<file path="config.mk">
export PLATFORM = sky130hd
export DESIGN_NAME = mem_stage_flat
export DESIGN_NICKNAME = d
export VERILOG_FILES = /design/src/rtl/mem_stage_pkg.sv /design/src/rtl/mem_stage_if.sv /design/src/rtl/mem_load_extend.sv /design/src/rtl/mem_stage.sv /design/src/flat_wrapper.sv
export SDC_FILE = /design/constraint.sdc
export NUM_CORES = 1
export LEC_CHECK = 0
export CAP_MARGIN = 10
export CORE_MARGIN = 8
export CORE_UTILIZATION = 52
export DETAILED_ROUTE_END_ITERATION = 6
export PLACE_DENSITY = 0.8
export SETUP_SLACK_MARGIN = 0.2
export SYNTH_ARGS = -nofsm -noshare
export SYNTH_HDL_FRONTEND = slang
export SYNTH_HIERARCHICAL = 1
export SYNTH_SLANG_ARGS = --single-unit
</file>
<file path="constraint.sdc">
create_clock -name clk -period 4.15 [get_ports clk]
set_clock_uncertainty 0.15 [all_clocks]
set_input_delay 0.83 -clock clk [delete_from_list [all_inputs] [get_ports clk]]
set_output_delay 0.83 -clock clk [all_outputs]
set_load 0.01 [all_outputs]
</file>
<file path="src/rtl/mem_stage_pkg.sv">
// Shared definitions for the MEM stage: bus widths, exec opcodes,
// the MEM FSM state encoding and opcode classification helpers.
package mem_stage_pkg;

  localparam int REG_BUS_W      = 32;
  localparam int EXEC_BUS_W     = 5;
  localparam int REG_ADDR_BUS_W = 5;

  localparam logic [REG_BUS_W-1:0]      ZERO_WORD     = '0;
  localparam logic [EXEC_BUS_W-1:0]     ZERO_EXEC     = '0;
  localparam logic [REG_ADDR_BUS_W-1:0] ZERO_REG_ADDR = '0;

  localparam logic [EXEC_BUS_W-1:0] EXE_NOP = 5'd0;
  localparam logic [EXEC_BUS_W-1:0] EXE_ADD = 5'd1;
  localparam logic [EXEC_BUS_W-1:0] EXE_SUB = 5'd2;
  localparam logic [EXEC_BUS_W-1:0] EXE_AND = 5'd3;
  localparam logic [EXEC_BUS_W-1:0] EXE_OR  = 5'd4;
  localparam logic [EXEC_BUS_W-1:0] EXE_XOR = 5'd5;
  localparam logic [EXEC_BUS_W-1:0] EXE_SLL = 5'd6;
  localparam logic [EXEC_BUS_W-1:0] EXE_SRL = 5'd7;
  localparam logic [EXEC_BUS_W-1:0] EXE_SRA = 5'd8;
  localparam logic [EXEC_BUS_W-1:0] EXE_SLT = 5'd9;
  localparam logic [EXEC_BUS_W-1:0] EXE_LUI = 5'd10;
  localparam logic [EXEC_BUS_W-1:0] EXE_LB  = 5'd16;
  localparam logic [EXEC_BUS_W-1:0] EXE_LH  = 5'd17;
  localparam logic [EXEC_BUS_W-1:0] EXE_LW  = 5'd18;
  localparam logic [EXEC_BUS_W-1:0] EXE_LBU = 5'd19;
  localparam logic [EXEC_BUS_W-1:0] EXE_LHU = 5'd20;
  localparam logic [EXEC_BUS_W-1:0] EXE_SB  = 5'd21;
  localparam logic [EXEC_BUS_W-1:0] EXE_SH  = 5'd22;
  localparam logic [EXEC_BUS_W-1:0] EXE_SW  = 5'd23;

  typedef enum logic {
    MEM_IDLE = 1'b0,
    MEM_XFER = 1'b1
  } mem_state_e;

  function automatic logic is_load(input logic [EXEC_BUS_W-1:0] op);
    return (op == EXE_LB) || (op == EXE_LH) || (op == EXE_LW) ||
           (op == EXE_LBU) || (op == EXE_LHU);
  endfunction

  function automatic logic is_store(input logic [EXEC_BUS_W-1:0] op);
    return (op == EXE_SB) || (op == EXE_SH) || (op == EXE_SW);
  endfunction

  function automatic logic is_mem(input logic [EXEC_BUS_W-1:0] op);
    return is_load(op) || is_store(op);
  endfunction

  // Index of the final byte of an access (byte count minus one).
  function automatic logic [1:0] last_byte_idx(input logic [EXEC_BUS_W-1:0] op);
    logic [1:0] n;
    n = 2'd0;
    if ((op == EXE_LH) || (op == EXE_LHU) || (op == EXE_SH)) n = 2'd1;
    if ((op == EXE_LW) || (op == EXE_SW)) n = 2'd3;
    return n;
  endfunction

endpackage

</file>
<file path="src/rtl/mem_stage_if.sv">
// Byte-wide request/acknowledge memory port between the MEM stage
// (master) and the memory (slave).
interface mem_stage_if #(
  parameter int XLEN = 32
);
  logic            mem_req;
  logic            mem_rw;
  logic [XLEN-1:0] mem_addr;
  logic [7:0]      mem_wbyte;
  logic [7:0]      mem_rbyte;
  logic            mem_ack;

  modport master (
    output mem_req, mem_rw, mem_addr, mem_wbyte,
    input  mem_rbyte, mem_ack
  );

  modport slave (
    input  mem_req, mem_rw, mem_addr, mem_wbyte,
    output mem_rbyte, mem_ack
  );
endinterface

</file>
<file path="src/rtl/mem_load_extend.sv">
// Combinational load formatter: picks the low 1/2/4 byte lanes of an
// assembled little-endian word and sign- or zero-extends to XLEN.
module mem_load_extend
  import mem_stage_pkg::*;
#(
  parameter int XLEN = REG_BUS_W
) (
  input  logic [EXEC_BUS_W-1:0] i_op,
  input  logic [3:0][7:0]       i_lanes,
  output logic [XLEN-1:0]       o_data
);

  always_comb begin
    o_data = '0;
    case (i_op)
      EXE_LB:  o_data = {{(XLEN-8){i_lanes[0][7]}}, i_lanes[0]};
      EXE_LBU: o_data = {{(XLEN-8){1'b0}}, i_lanes[0]};
      EXE_LH:  o_data = {{(XLEN-16){i_lanes[1][7]}}, i_lanes[1], i_lanes[0]};
      EXE_LHU: o_data = {{(XLEN-16){1'b0}}, i_lanes[1], i_lanes[0]};
      EXE_LW:  o_data = XLEN'(i_lanes);
      default: o_data = '0;
    endcase
  end

endmodule

</file>
<file path="src/rtl/mem_stage.sv">
// Pipeline MEM stage and MEM/WB register: serialises loads/stores over a
// byte-wide req/ack port and stalls upstream until the access completes.
module mem_stage
  import mem_stage_pkg::*;
#(
  parameter int XLEN = REG_BUS_W,
  parameter int OP_W = EXEC_BUS_W
) (
  input  logic                      clk,
  input  logic                      rst,
  input  logic [XLEN-1:0]           ex_alu_in,
  input  logic [XLEN-1:0]           ex_rs2_in,
  input  logic [OP_W-1:0]           ex_exec_in,
  input  logic [REG_ADDR_BUS_W-1:0] ex_rdest_in,
  input  logic                      ex_we_in,
  mem_stage_if.master               mem,
  output logic                      mem_stallreq,
  output logic [XLEN-1:0]           wb_data_out,
  output logic [REG_ADDR_BUS_W-1:0] wb_rdest_out,
  output logic                      wb_we_out
);

  mem_state_e                r_state, w_state_next;
  logic [OP_W-1:0]           r_op, w_op_next;
  logic [XLEN-1:0]           r_rs2, w_rs2_next;
  logic [REG_ADDR_BUS_W-1:0] r_rdest, w_rdest_next;
  logic                      r_we, w_we_next;
  logic [1:0]                r_idx, w_idx_next, w_idx_inc;
  logic [3:0][7:0]           r_lanes, w_lanes_next, w_word;
  logic                      r_req, w_req_next;
  logic                      r_rw, w_rw_next;
  logic [XLEN-1:0]           r_addr, w_addr_next;
  logic [7:0]                r_wbyte, w_wbyte_next;
  logic [XLEN-1:0]           r_wb_data, w_wb_data_next;
  logic [REG_ADDR_BUS_W-1:0] r_wb_rdest, w_wb_rdest_next;
  logic                      r_wb_we, w_wb_we_next;
  logic                      w_in_mem, w_last, w_final;
  logic [XLEN-1:0]           w_load_data;

  assign w_in_mem  = is_mem(ex_exec_in);
  assign w_last    = (r_idx == last_byte_idx(r_op));
  assign w_final   = (r_state == MEM_XFER) && w_last && mem.mem_ack;
  assign w_idx_inc = r_idx + 2'd1;

  // Releasing the stall in the final-ack cycle lets EX advance on the same edge.
  assign mem_stallreq = !rst && w_in_mem && !w_final;

  // The final byte is not registered; it is merged straight from mem_rbyte.
  for (genvar gi = 0; gi < 4; gi++) begin : g_lane
    assign w_word[gi] = (r_idx == 2'(gi)) ? mem.mem_rbyte : r_lanes[gi];
  end

  mem_load_extend #(.XLEN(XLEN)) u_load_extend (
    .i_op    (r_op),
    .i_lanes (w_word),
    .o_data  (w_load_data)
  );

  always_comb begin
    w_state_next    = r_state;
    w_op_next       = r_op;
    w_rs2_next      = r_rs2;
    w_rdest_next    = r_rdest;
    w_we_next       = r_we;
    w_idx_next      = r_idx;
    w_lanes_next    = r_lanes;
    w_req_next      = r_req;
    w_rw_next       = r_rw;
    w_addr_next     = r_addr;
    w_wbyte_next    = r_wbyte;
    w_wb_data_next  = r_wb_data;
    w_wb_rdest_next = r_wb_rdest;
    w_wb_we_next    = r_wb_we;

    case (r_state)
      MEM_IDLE: begin
        if (w_in_mem) begin
          w_state_next = MEM_XFER;
          w_op_next    = ex_exec_in;
          w_rs2_next   = ex_rs2_in;
          w_rdest_next = ex_rdest_in;
          w_we_next    = ex_we_in;
          w_idx_next   = 2'd0;
          w_req_next   = 1'b1;
          w_rw_next    = is_store(ex_exec_in);
          w_addr_next  = ex_alu_in;
          w_wbyte_next = ex_rs2_in[7:0];
          w_wb_we_next = 1'b0;
        end else begin
          w_wb_data_next  = ex_alu_in;
          w_wb_rdest_next = ex_rdest_in;
          w_wb_we_next    = ex_we_in;
        end
      end
      MEM_XFER: begin
        if (mem.mem_ack) begin
          if (w_last) begin
            w_state_next    = MEM_IDLE;
            w_req_next      = 1'b0;
            w_wb_rdest_next = r_rdest;
            if (is_load(r_op)) begin
              w_wb_data_next = w_load_data;
              w_wb_we_next   = r_we;
            end else begin
              w_wb_data_next = '0;
              w_wb_we_next   = 1'b0;
            end
          end else begin
            if (is_load(r_op)) w_lanes_next[r_idx] = mem.mem_rbyte;
            w_idx_next   = w_idx_inc;
            w_addr_next  = r_addr + XLEN'(1);
            w_wbyte_next = r_rs2[{w_idx_inc, 3'b000} +: 8];
          end
        end
      end
    endcase
  end

  always_ff @(posedge clk) begin
    if (rst) begin
      r_state    <= MEM_IDLE;
      r_op       <= ZERO_EXEC;
      r_rs2      <= '0;
      r_rdest    <= ZERO_REG_ADDR;
      r_we       <= 1'b0;
      r_idx      <= 2'd0;
      r_lanes    <= '0;
      r_req      <= 1'b0;
      r_rw       <= 1'b0;
      r_addr     <= '0;
      r_wbyte    <= 8'd0;
      r_wb_data  <= '0;
      r_wb_rdest <= ZERO_REG_ADDR;
      r_wb_we    <= 1'b0;
    end else begin
      r_state    <= w_state_next;
      r_op       <= w_op_next;
      r_rs2      <= w_rs2_next;
      r_rdest    <= w_rdest_next;
      r_we       <= w_we_next;
      r_idx      <= w_idx_next;
      r_lanes    <= w_lanes_next;
      r_req      <= w_req_next;
      r_rw       <= w_rw_next;
      r_addr     <= w_addr_next;
      r_wbyte    <= w_wbyte_next;
      r_wb_data  <= w_wb_data_next;
      r_wb_rdest <= w_wb_rdest_next;
      r_wb_we    <= w_wb_we_next;
    end
  end

  assign mem.mem_req   = r_req;
  assign mem.mem_rw    = r_rw;
  assign mem.mem_addr  = r_addr;
  assign mem.mem_wbyte = r_wbyte;
  assign wb_data_out   = r_wb_data;
  assign wb_rdest_out  = r_wb_rdest;
  assign wb_we_out     = r_wb_we;

endmodule

</file>
<file path="src/flat_wrapper.sv">
// flat-port wrapper written by rule: the top's interface ports become plain ports
module mem_stage_flat import mem_stage_pkg::*;
#(
  parameter int XLEN = REG_BUS_W,
  parameter int OP_W = EXEC_BUS_W
)
  (clk, rst, ex_alu_in, ex_rs2_in, ex_exec_in, ex_rdest_in, ex_we_in, mem_stallreq, wb_data_out, wb_rdest_out, wb_we_out, mem_mem_req, mem_mem_rw, mem_mem_addr, mem_mem_wbyte, mem_mem_rbyte, mem_mem_ack);
  mem_stage_if #(.XLEN(XLEN)) mem_i ();
  input  logic clk;
  input  logic rst;
  input  logic [XLEN-1:0] ex_alu_in;
  input  logic [XLEN-1:0] ex_rs2_in;
  input  logic [OP_W-1:0] ex_exec_in;
  input  logic [REG_ADDR_BUS_W-1:0] ex_rdest_in;
  input  logic ex_we_in;
  output logic mem_stallreq;
  output logic [XLEN-1:0] wb_data_out;
  output logic [REG_ADDR_BUS_W-1:0] wb_rdest_out;
  output logic wb_we_out;
  output wire logic [$bits(mem_i.mem_req)-1:0] mem_mem_req;
  output wire logic [$bits(mem_i.mem_rw)-1:0] mem_mem_rw;
  output wire logic [$bits(mem_i.mem_addr)-1:0] mem_mem_addr;
  output wire logic [$bits(mem_i.mem_wbyte)-1:0] mem_mem_wbyte;
  input wire logic [$bits(mem_i.mem_rbyte)-1:0] mem_mem_rbyte;
  input wire logic [$bits(mem_i.mem_ack)-1:0] mem_mem_ack;
  assign mem_mem_req = mem_i.mem_req;
  assign mem_mem_rw = mem_i.mem_rw;
  assign mem_mem_addr = mem_i.mem_addr;
  assign mem_mem_wbyte = mem_i.mem_wbyte;
  assign mem_i.mem_rbyte = mem_mem_rbyte;
  assign mem_i.mem_ack = mem_mem_ack;
  mem_stage #(.XLEN(XLEN), .OP_W(OP_W)) u_core (.clk(clk), .rst(rst), .ex_alu_in(ex_alu_in), .ex_rs2_in(ex_rs2_in), .ex_exec_in(ex_exec_in), .ex_rdest_in(ex_rdest_in), .ex_we_in(ex_we_in), .mem(mem_i), .mem_stallreq(mem_stallreq), .wb_data_out(wb_data_out), .wb_rdest_out(wb_rdest_out), .wb_we_out(wb_we_out));
endmodule
</file>
* Word level (Yosys, flattened, before mapping)
Cells that the tools add are included.
** Operators by class
- Add/subtract/negate cells :: 2
- Multipliers :: 0
- Divide/modulo/power cells :: 0
- Order comparisons :: 2
- Eq/ne operators :: 24
- Shift operators :: 1
- Muxes and demuxes :: 44
- Bitwise logic cells :: 2
- Reductions and logical operators :: 28
** Operator list (number)
- 32-bit two-way mux :: 7
- 32-bit one-hot mux with 5 select lines :: 1
- 32-bit one-hot mux with 2 select lines :: 2
- 5-bit equality test (second input constant) :: 15
- 8-bit two-way mux :: 8
- 32-bit by 1-bit adder with 32-bit output (second input constant) :: 1
- 32-bit bitwise mux :: 1
- 32-bit by 6-bit indexed part select with 8-bit output :: 1
- 8-bit demux with 2-bit select :: 1
- 8-bit one-hot mux with 2 select lines :: 1
- 5-bit two-way mux :: 3
- 1-bit logical OR :: 14
- 1-bit two-way mux :: 11
- 5-bit one-hot mux with 2 select lines :: 1
- 3-bit AND reduction :: 3
- 2-bit two-way mux :: 4
- 2-bit != test (second input constant) :: 4
- 1-bit one-hot mux with 2 select lines :: 3
- 1-bit logical AND :: 5
- 2-bit equality test (second input constant) :: 2
- 2-bit one-hot mux with 2 select lines :: 1
- 2-bit AND reduction :: 2
- 4-bit AND reduction :: 1
- 2-bit by 3-bit < comparator with 1-bit output (second input constant) :: 1
- 8 further kinds :: 10
** Word-level totals
- Flip-flop bits (word level) :: 158
- Bits in latches :: 0
- Bits in writable memories :: 0
- Bits in read-only memories :: 0
- Input port bits :: 86
- Output and inout port bits :: 81
- Logic and storage cells :: 120
- Memories kept :: 0

* Longest topological paths before layout
Gate-level depths: netlist (run 1).
- Word-level depth :: 10
- Gate-level depth with buffers :: 11
- Depth with buffers taken out :: 8

* By module
The synthesis (run 1) kept the hierarchy.
** By module, submodules not included
- mem_stage :: instances 1, cells an instance 948, area each 8007.7 sq um, seq. area each 3163.0 sq um
- mem_load_extend :: instances 1, cells an instance 46, area each 359.1 sq um, seq. area each 0.0 sq um

* Least setup slack after synthesis (run 1)
Ideal clock, no wire load.
- Kind :: flip-flop to flip-flop
- Start :: reg u_core.r_idx[0]
- End :: reg u_core.r_wb_data[19] (netlist: u_core/wb_data_out[19])
- Setup time :: 0.088 ns
- Arrival time :: 2.801 ns
- Data required time :: 3.912 ns
- Slack :: 1.111 ns
- Cell stages (with the launch flop) :: 12
- Buffers on the path :: 3
- Period minus slack after synthesis :: 3.039 ns
- Cells stage by stage :: dfxtp_1 -> buf_1 -> inv_1 -> ha_1 -> clkbuf_1 -> mux2_2 -> or3b_1 -> a21oi_2 -> buf_6 -> a21o_1 -> nand2_1 -> a311oi_2
** RTL lines
- from (decl) :: RTL line mem_stage.sv:28 : logic [1:0] r_idx, w_idx_next, w_idx_inc;
- from (signal assigned) :: RTL line mem_stage.sv:141 : r_idx <= w_idx_next;
- to (signal assigned) :: RTL line mem_stage.sv:147 : r_wb_data <= w_wb_data_next;
- to (decl) :: RTL line mem_stage.sv:34 : logic [XLEN-1:0] r_wb_data, w_wb_data_next;

* Worst setup path in the final report (run 1)
- Start :: reg u_core.r_idx[0]
- End :: out mem_stallreq
** Between the ends
- Cells in the longest elaborated chain, start to end :: 5
** Ends and longest elaborated chain
- 2-bit equality test :: RTL line mem_stage.sv:41 : assign w_last = (r_idx == last_byte_idx(r_op));
- 1-bit logical AND (2 in series) :: RTL line mem_stage.sv:42 : assign w_final = (r_state == MEM_XFER) && w_last && mem.mem_ack;
- 1-bit zero test :: RTL line mem_stage.sv:46 : assign mem_stallreq = !rst && w_in_mem && !w_final;
- 1-bit logical AND :: RTL line mem_stage.sv:46
- to (decl) :: RTL line flat_wrapper.sv:16 : output logic mem_stallreq;
Every way passes these cells.

==> results of run 1 <==
final cells by class:
type                            instances  area [um^2]  share of cell area [%]
Tap cell                              216          270                    2.52
Inverter                               10         37.5                   0.350
Sequential cell                       158         3160                    29.5
Clock buffer                           17          425                    3.97
Timing Repair Buffer                  185         1800                    16.8
Multi-Input combinational cell        735         4790                    44.7
Clock inverter                         15          234                    2.18
flip-flops by register name, indices dropped and copies added (netlist names), 2 cells and up:
| name | cells |
|---|---|
| u_core/r_rs2 | 32 |
| u_core/r_idx | 2 |
| u_core/mem.mem_addr | 32 |
| u_core/wb_rdest_out | 5 |
| u_core/r_op | 5 |
| u_core/r_rdest | 5 |
| u_core/mem.mem_wbyte | 8 |
| u_core/wb_data_out | 32 |
| u_core/r_lanes | 32 |
how the worst min path moves through the flow:
stage / startpoint / endpoint / slack (ps) / cells after the start
finish: u_core/r_rdest[1]$_SDFFE_PP0P_ / u_core/r_rdest[1]$_SDFFE_PP0P_ / 300 / 2
global route: u_core/r_rdest[1]$_SDFFE_PP0P_ / u_core/r_rdest[1]$_SDFFE_PP0P_ / 320 / 2
CTS: u_core/r_rs2[21]$_SDFFE_PP0P_ / u_core/r_rs2[21]$_SDFFE_PP0P_ / 300 / 2
detailed placement: u_core/r_rs2[21]$_SDFFE_PP0P_ / u_core/r_rs2[21]$_SDFFE_PP0P_ / 290 / 2
global placement: u_core/r_rs2[0]$_SDFFE_PP0P_ / u_core/r_rs2[0]$_SDFFE_PP0P_ / 290 / 2
floorplan: u_core/r_rs2[0]$_SDFFE_PP0P_ / u_core/r_rs2[0]$_SDFFE_PP0P_ / 280 / 2
critical path: cells and delay by family (launching register included):
family / cells / cell delay (ps)
AND/OR/NAND/NOR: 1 / 290
AO/OA/AOI/OAI: 3 / 720
flip-flops: 1 / 850
buffers and inverters: 1 / 500
cells by family (layout without fill, tap and decap cells):
| group | Yosys count | count (layout) | share of synthesized area (%) |
|---|---|---|---|
| AOI/OAI and AO/OA | 320 | 320 | 27.0 |
| xor gates and xnor gates | 2 | 2 | 0.209 |
| adders and majority gates | 5 | 5 | 0.748 |
| buffers and inverters | 101 | 227 | 5.17 |
| DFF | 158 | 158 | 37.8 |
| muxes | 53 | 53 | 8.02 |
| and+or+nand+nor | 355 | 355 | 21.1 |
cells in the mapped netlist (9+ instances only):
| library cell | count |
|---|---|
| sky130_fd_sc_hd__dfxtp_1 | 158 |
| sky130_fd_sc_hd__nand2_1 | 148 |
| sky130_fd_sc_hd__a21oi_1 | 99 |
| sky130_fd_sc_hd__clkbuf_1 | 60 |
| sky130_fd_sc_hd__nand3_1 | 60 |
| sky130_fd_sc_hd__nor3_1 | 49 |
| sky130_fd_sc_hd__o21ai_0 | 45 |
| sky130_fd_sc_hd__a211oi_1 | 33 |
| sky130_fd_sc_hd__mux2_2 | 32 |
| sky130_fd_sc_hd__and3_1 | 18 |
| sky130_fd_sc_hd__a21o_1 | 16 |
| sky130_fd_sc_hd__a31oi_1 | 14 |
| sky130_fd_sc_hd__nor2_1 | 14 |
| sky130_fd_sc_hd__o32ai_1 | 14 |
| sky130_fd_sc_hd__mux2i_1 | 13 |
| sky130_fd_sc_hd__nor2b_1 | 12 |
| sky130_fd_sc_hd__buf_2 | 11 |
| sky130_fd_sc_hd__nand4_1 | 11 |
| sky130_fd_sc_hd__a311oi_2 | 10 |
| sky130_fd_sc_hd__buf_1 | 10 |
| sky130_fd_sc_hd__inv_1 | 9 |
| sky130_fd_sc_hd__o211a_1 | 9 |
| sky130_fd_sc_hd__o31ai_1 | 9 |
per-layer routing:
metal	GRT usage (%)	routed length [um]	vias to the layer above
li1	-	-	3927
met1	35.6	11600	4014
met2	41.5	12600	528
met3	7.18	2910	64
met4	12.5	998	0
met5	0	0	-
power by group through the flow:
stage | Sequential (mW) | Clock [mW] | Combinational [mW]
2_1_floorplan | 1.68 | 0 | 0.291
3_3_place_gp | 1.67 | 0 | 0.586
3_5_place_dp | 1.67 | 0 | 0.593
4_1_cts | 1.64 | 1.76 | 0.597
5_1_grt | 1.65 | 1.83 | 0.645
6_report | 1.64 | 1.75 | 0.604
stage by stage:
step / setup WS, ps / area (um^2)
after global placement: 652 / 10100
after floorplan: 1110 / 8370
final: 382 / 10700
after CTS: 359 / 10700
after detailed placement: 573 / 10100
after global routing: 201 / 10700
==> flow_summary.ini, run 1 <==
[power_and_ir_drop]
seqPwrFrac_pct = 41.1
p_sw_mw = 1.06
combPwrFrac_pct = 15.1
clock_power_share_pct = 43.8
p_total_mw = 3.99
p_leak_nw = 3.82
intPower_mw = 2.94
cellPowerDensity_nw_per_um2 = 372
ir_worst_vdd_mv = 0.323
switching_share_pct = 26.4

[drt]
num_vias = 8533
detail_route.drc_violations = 0
number_of_search_and_repair_iterations_in_the_first_detailed_routing_pass = 7
routed_wirelength_mm = 28.0
antenna_violating_nets_post_route = 0
wl_per_cell_um = 21.0
drt_iter0_drc = 1178
post_drt_via_cell_ratio = 6.39

[yosys]
postSynthNetCount = 1085
postSynthAreaPerCell_um2 = 8.42
synth-async-reset-ratio_pct = 0
synth-seq-area-share_pct = 37.8
synth_top_flop_cell = sky130_fd_sc_hd__dfxtp_1
ys.warnings.count = 6
ys_types = 67
synth-edff-count = 0
post_synth_inst_count = 994
yosys_register_bits = 158
synth_largest_type_area_fraction_pct = 37.8
synth.area.top_cells = sky130_fd_sc_hd__dfxtp_1, sky130_fd_sc_hd__nand2_1, sky130_fd_sc_hd__a21oi_1
synth_area_leader_cell = sky130_fd_sc_hd__dfxtp_1
total_standard_cell_area_after_synthesis_um2 = 8370

[global_routing]
antenna_found_initial = 0
via_count_of_the_first_global_routing_pass = 8208
grt_start_max_net_pins = 92
grt_pass1_wl_mm = 44.4
globalRouteTotalUtil_pct = 27.3
grt_overflow = 0

[cells_and_area]
final_layout_size_suffix_gt1_share_pct = 12.2
mostFrequentLayoutCell = sky130_fd_sc_hd__clkdlybuf4s50_1
filler_cell_count = 1273
synthToLayoutAreaGrowth_pct = 28.2
final_util_pct = 67.7
most-common-layout-cells = sky130_fd_sc_hd__clkdlybuf4s50_1, sky130_fd_sc_hd__dfxtp_1, sky130_fd_sc_hd__nand2_1
nets = 1198
n_antenna_cell = 0
stdcell_count = 1336

[min_path]
min_path_type = reg -> reg

[cts]
clock-sinks = 158
number_of_buffers_created_by_cts = 17
cts_max_path_buffers = 2
ctsRootBufferMaster = sky130_fd_sc_hd__clkbuf_16
tritoncts = built
post_cts_resized = 0
hold_buffers = 0
cts.htree.levels = 4
cts.clk_slew.worst_paths_ps = 60
clock_insertion_delay_worst_skew_ps = 430
postCtsSetupRepairBufs = 0

[worst_setup_path]
critPathKind = reg -> out
r2r.worst_path.cells = 8
worst_path_max_delay_cell = sky130_fd_sc_hd__dfxtp_1
cp-startpoint = u_core/r_idx[0]$_SDFFE_PP0P_
critical_path.max_fanout = 16
rr_endpoint = u_core/wb_data_out[15]$_SDFFE_PP0P_
crit_end = mem_stallreq
critPathMaxStageDelay_ps = 850
data_required_time_of_the_worst_path_ps = 3170
critPathArrivalTime_ps = 2790
critPathCaptureType = primary output
timing.critical_path.cells = nand3b_1, a211oi_2, a211o_1, a211oi_1, clkdlybuf4s50_1
reg2reg_setup_slack_ps = 740
crit_path_start_kind = flop
worst_r2r_startpoint = u_core/r_idx[0]$_SDFFE_PP0P_

[placed_design]
gp_routability_congestion = 0.896
post_place_cells = 1304
port-buffer-count = 166
post-dp-hpwl_mm = 19.0

[job]
cap_violations = 0

[floorplan]
die_area_um2 = 20400
die_height_um = 143
core_area_um2 = 15800
ios = 167
fp.dieW_um = 143
initial_util_pct = 52.9
rows = 46

[sta]
timing.slew.headroom_pct = 28.2
unrepaired_setup_endpoints_after_global_routing = false
fmax_ghz = 0.265
finalHoldWorstSlack_ps = 304
finalCritPeriodShare_pct = 90.8
hold_viol_final = 0
timing.setup.tns_ps = 0
timing_worst_slew_pin_value_ps = 1070
fin_crit_ps = 3770
setup_viol = 0
drv_slew = 0

[status]
run_status = completed
(Power assumes the default switching activity.)
==> run 2, diff against run 1 <==
HOLD_SLACK_MARGIN = 0.02   (was not set)
==> results of run 2 <==
Final layout, timing and power as in run 1 (identical DEF).
==> run 3, diff against run 2 <==
ABC_AREA = 1   (was not set)
CORE_UTILIZATION = 53   (was 52)
PLACE_DENSITY = 0.81   (was 0.8)
==> run 3 against run 2 <==
Compared with the run above:
- synthesized cell count rose by 51%
- first-iteration DRC count fell by 48%
- highest routed layer unchanged
- worst setup slack improved by 120 ps
- routed wire length fell by 5.8%
- via count rose by 9.0%
- largest power group is now registers
- sequential power rose by 5%
- global-route usage fell by 2.7 points
- combinational power rose by 56%
- critical endpoint unchanged
- utilization fell by 0.18 points
- clock power fell by 9.7%
==> flow_summary.ini, run 3 <==
[sta]
timing.setup.tns_ps = 0
finalHoldWorstSlack_ps = 303
setup_viol = 0
fmax_ghz = 0.274
timing.final.ws_setup_ps = 500
drv_slew = 0
finalCritPeriodShare_pct = 87.9
hold_viol_final = 0
fin_crit_ps = 3650
timing.slew.headroom_pct = 42.6
timing_worst_slew_pin_value_ps = 857
unrepaired_setup_endpoints_after_global_routing = false

[global_routing]
globalRouteTotalUtil_pct = 24.6
grt_pass1_wl_mm = 43.6
antenna_found_initial = 0
grt_start_max_net_pins = 80
grt_overflow = 0
via_count_of_the_first_global_routing_pass = 8637

[job]
cap_violations = 0

[yosys]
total_standard_cell_area_after_synthesis_um2 = 8970
synth-seq-area-share_pct = 35.3
synth_area_leader_cell = sky130_fd_sc_hd__dfxtp_1
synth.most_common_cell = sky130_fd_sc_hd__nand2_1
post_synth_inst_count = 1497
synthTopCellsByCount = sky130_fd_sc_hd__nand2_1, sky130_fd_sc_hd__nor2_1, sky130_fd_sc_hd__inv_1
postSynthNetCount = 1588
synth-async-reset-ratio_pct = 0
synth_top_flop_cell = sky130_fd_sc_hd__dfxtp_1
synth-edff-count = 0
postSynthAreaPerCell_um2 = 5.99
synth_largest_type_area_fraction_pct = 35.3
ys.warnings.count = 6
synth.area.top_cells = sky130_fd_sc_hd__dfxtp_1, sky130_fd_sc_hd__nand2_1, sky130_fd_sc_hd__nor2_1
ys_types = 37
yosys_register_bits = 158

[cts]
post_cts_resized = 0
cts.clk_slew.worst_paths_ps = 60
cts.htree.levels = 4
tritoncts = built
clock-sinks = 158
clock_insertion_delay_worst_skew_ps = 420
hold_buffers = 0
cts_max_path_buffers = 2
postCtsSetupRepairBufs = 0
ctsRootBufferMaster = sky130_fd_sc_hd__clkbuf_16
number_of_buffers_created_by_cts = 17

[placed_design]
port-buffer-count = 166
gp_routability_congestion = 0.922
post_place_cells = 1813
post-dp-hpwl_mm = 18.4
placed_cell_area_um2 = 10600
preCtsSetupSlack_ps = 709

[power_and_ir_drop]
ir_worst_vdd_mv = 0.307
cellPowerDensity_nw_per_um2 = 380
p_total_mw = 4.26
p_leak_nw = 5.12

[cells_and_area]
nets = 1703
most-common-layout-cells = sky130_fd_sc_hd__nand2_1, sky130_fd_sc_hd__nor2_1, sky130_fd_sc_hd__inv_1
final_util_pct = 67.6
stdcell_count = 1844
layout.cell_area.non_filler_um2 = 11200
n_antenna_cell = 0
synthToLayoutAreaGrowth_pct = 24.9
filler_cell_count = 1530
mostFrequentLayoutCell = sky130_fd_sc_hd__nand2_1
final_layout_size_suffix_gt1_share_pct = 3.69

[drt]
drt_iter0_drc = 612
number_of_search_and_repair_iterations_in_the_first_detailed_routing_pass = 5
num_vias = 9303
detail_route.drc_violations = 0
wl_per_cell_um = 14.3
routed_wirelength_mm = 26.4
antenna_violating_nets_post_route = 0
post_drt_via_cell_ratio = 5.05

[worst_setup_path]
worst_r2r_startpoint = u_core/r_idx[0]$_SDFFE_PP0P_
r2r.worst_path.cells = 9
critical_path.max_fanout = 6
critPathCaptureType = primary output
critPathKind = reg -> out
data_required_time_of_the_worst_path_ps = 3170
critPathArrivalTime_ps = 2670
reg2reg_setup_slack_ps = 1150
rr_endpoint = u_core/wb_data_out[31]$_SDFFE_PP0P_
crit_path_start_kind = flop

[floorplan]
fp.dieW_um = 146
initial_util_pct = 54.1
ios = 167
die_area_um2 = 21300
rows = 47
die_height_um = 146
core_area_um2 = 16600

[min_path]
hold_path_origin = u_core/r_rs2[17]$_SDFFE_PP0P_
whs_endpoint = u_core/r_rs2[17]$_SDFFE_PP0P_
holdPathStages = 2
min_path_type = reg -> reg

[status]
run_status = completed
## run 3: cells by family after synthesis
family / share of synthesized area, %
and+or+nand+nor: 35.7
AOI/OAI and AO/OA: 13.8
buffers and inverters: 13.3
DFF: 35.3
xor gates and xnor gates: 1.27
adders and majority gates: 0.697
## run 3: metal layers
| metal | routed length, um | global-route usage, % | part of all wire (%) |
|---|---|---|---|
| met5 | 0 | 0 | 0 |
| met4 | 1020 | 12.1 | 3.9 |
| met3 | 2050 | 6.46 | 7.8 |
| met2 | 12100 | 40.7 | 46 |
| met1 | 11300 | 29.2 | 43 |
## run 3: final cells by class
| cell class | instances | area, um^2 | share of cell area [%] |
|---|---|---|---|
| clock buffer | 20 | 447 | 3.99 |
| clock inverter | 11 | 143 | 1.27 |
| inverter | 214 | 803 | 7.17 |
| multi-input combinational | 1044 | 4620 | 41.2 |
| sequential | 158 | 3160 | 28.2 |
| tap | 220 | 275 | 2.46 |
| timing repair buffer | 177 | 1760 | 15.7 |
## run 3: power by group
| part | switching, mW | internal, mW | leakage [nW] |
|---|---|---|---|
| sequential | 0.0939 | 1.64 | 1.30 |
| combinational | 0.525 | 0.416 | 3.53 |
| clock | 0.629 | 0.956 | 0.286 |
| total | 1.25 | 3.01 | 5.12 |
## run 3: worst max-delay path: stages (launching register included)
cell and delay (ps):
sky130_fd_sc_hd__dfxtp_1 460, sky130_fd_sc_hd__inv_1 90, sky130_fd_sc_hd__nor2_1 130, sky130_fd_sc_hd__nand3_1 140, sky130_fd_sc_hd__nand2_1 130, sky130_fd_sc_hd__nor2_1 60
sky130_fd_sc_hd__nand3_2 80, sky130_fd_sc_hd__nand4_1 150, sky130_fd_sc_hd__or2_2 340, sky130_fd_sc_hd__nand3_1 120, sky130_fd_sc_hd__inv_1 60, sky130_fd_sc_hd__clkdlybuf4s50_1 470
## run 3: worst max-delay path by stage
stage	cells after the start	to	slack, ps	start
6_report	11	mem_stallreq	500	u_core/r_op[2]$_SDFFE_PP0P_
5_1_grt	11	mem_stallreq	330	u_core/r_op[1]$_SDFFE_PP0P_
4_1_cts	11	mem_stallreq	530	u_core/r_op[2]$_SDFFE_PP0P_
3_5_place_dp	6	mem_stallreq	710	mem_mem_ack
3_3_place_gp	6	mem_stallreq	710	mem_mem_ack
2_1_floorplan	6	mem_stallreq	1340	rst
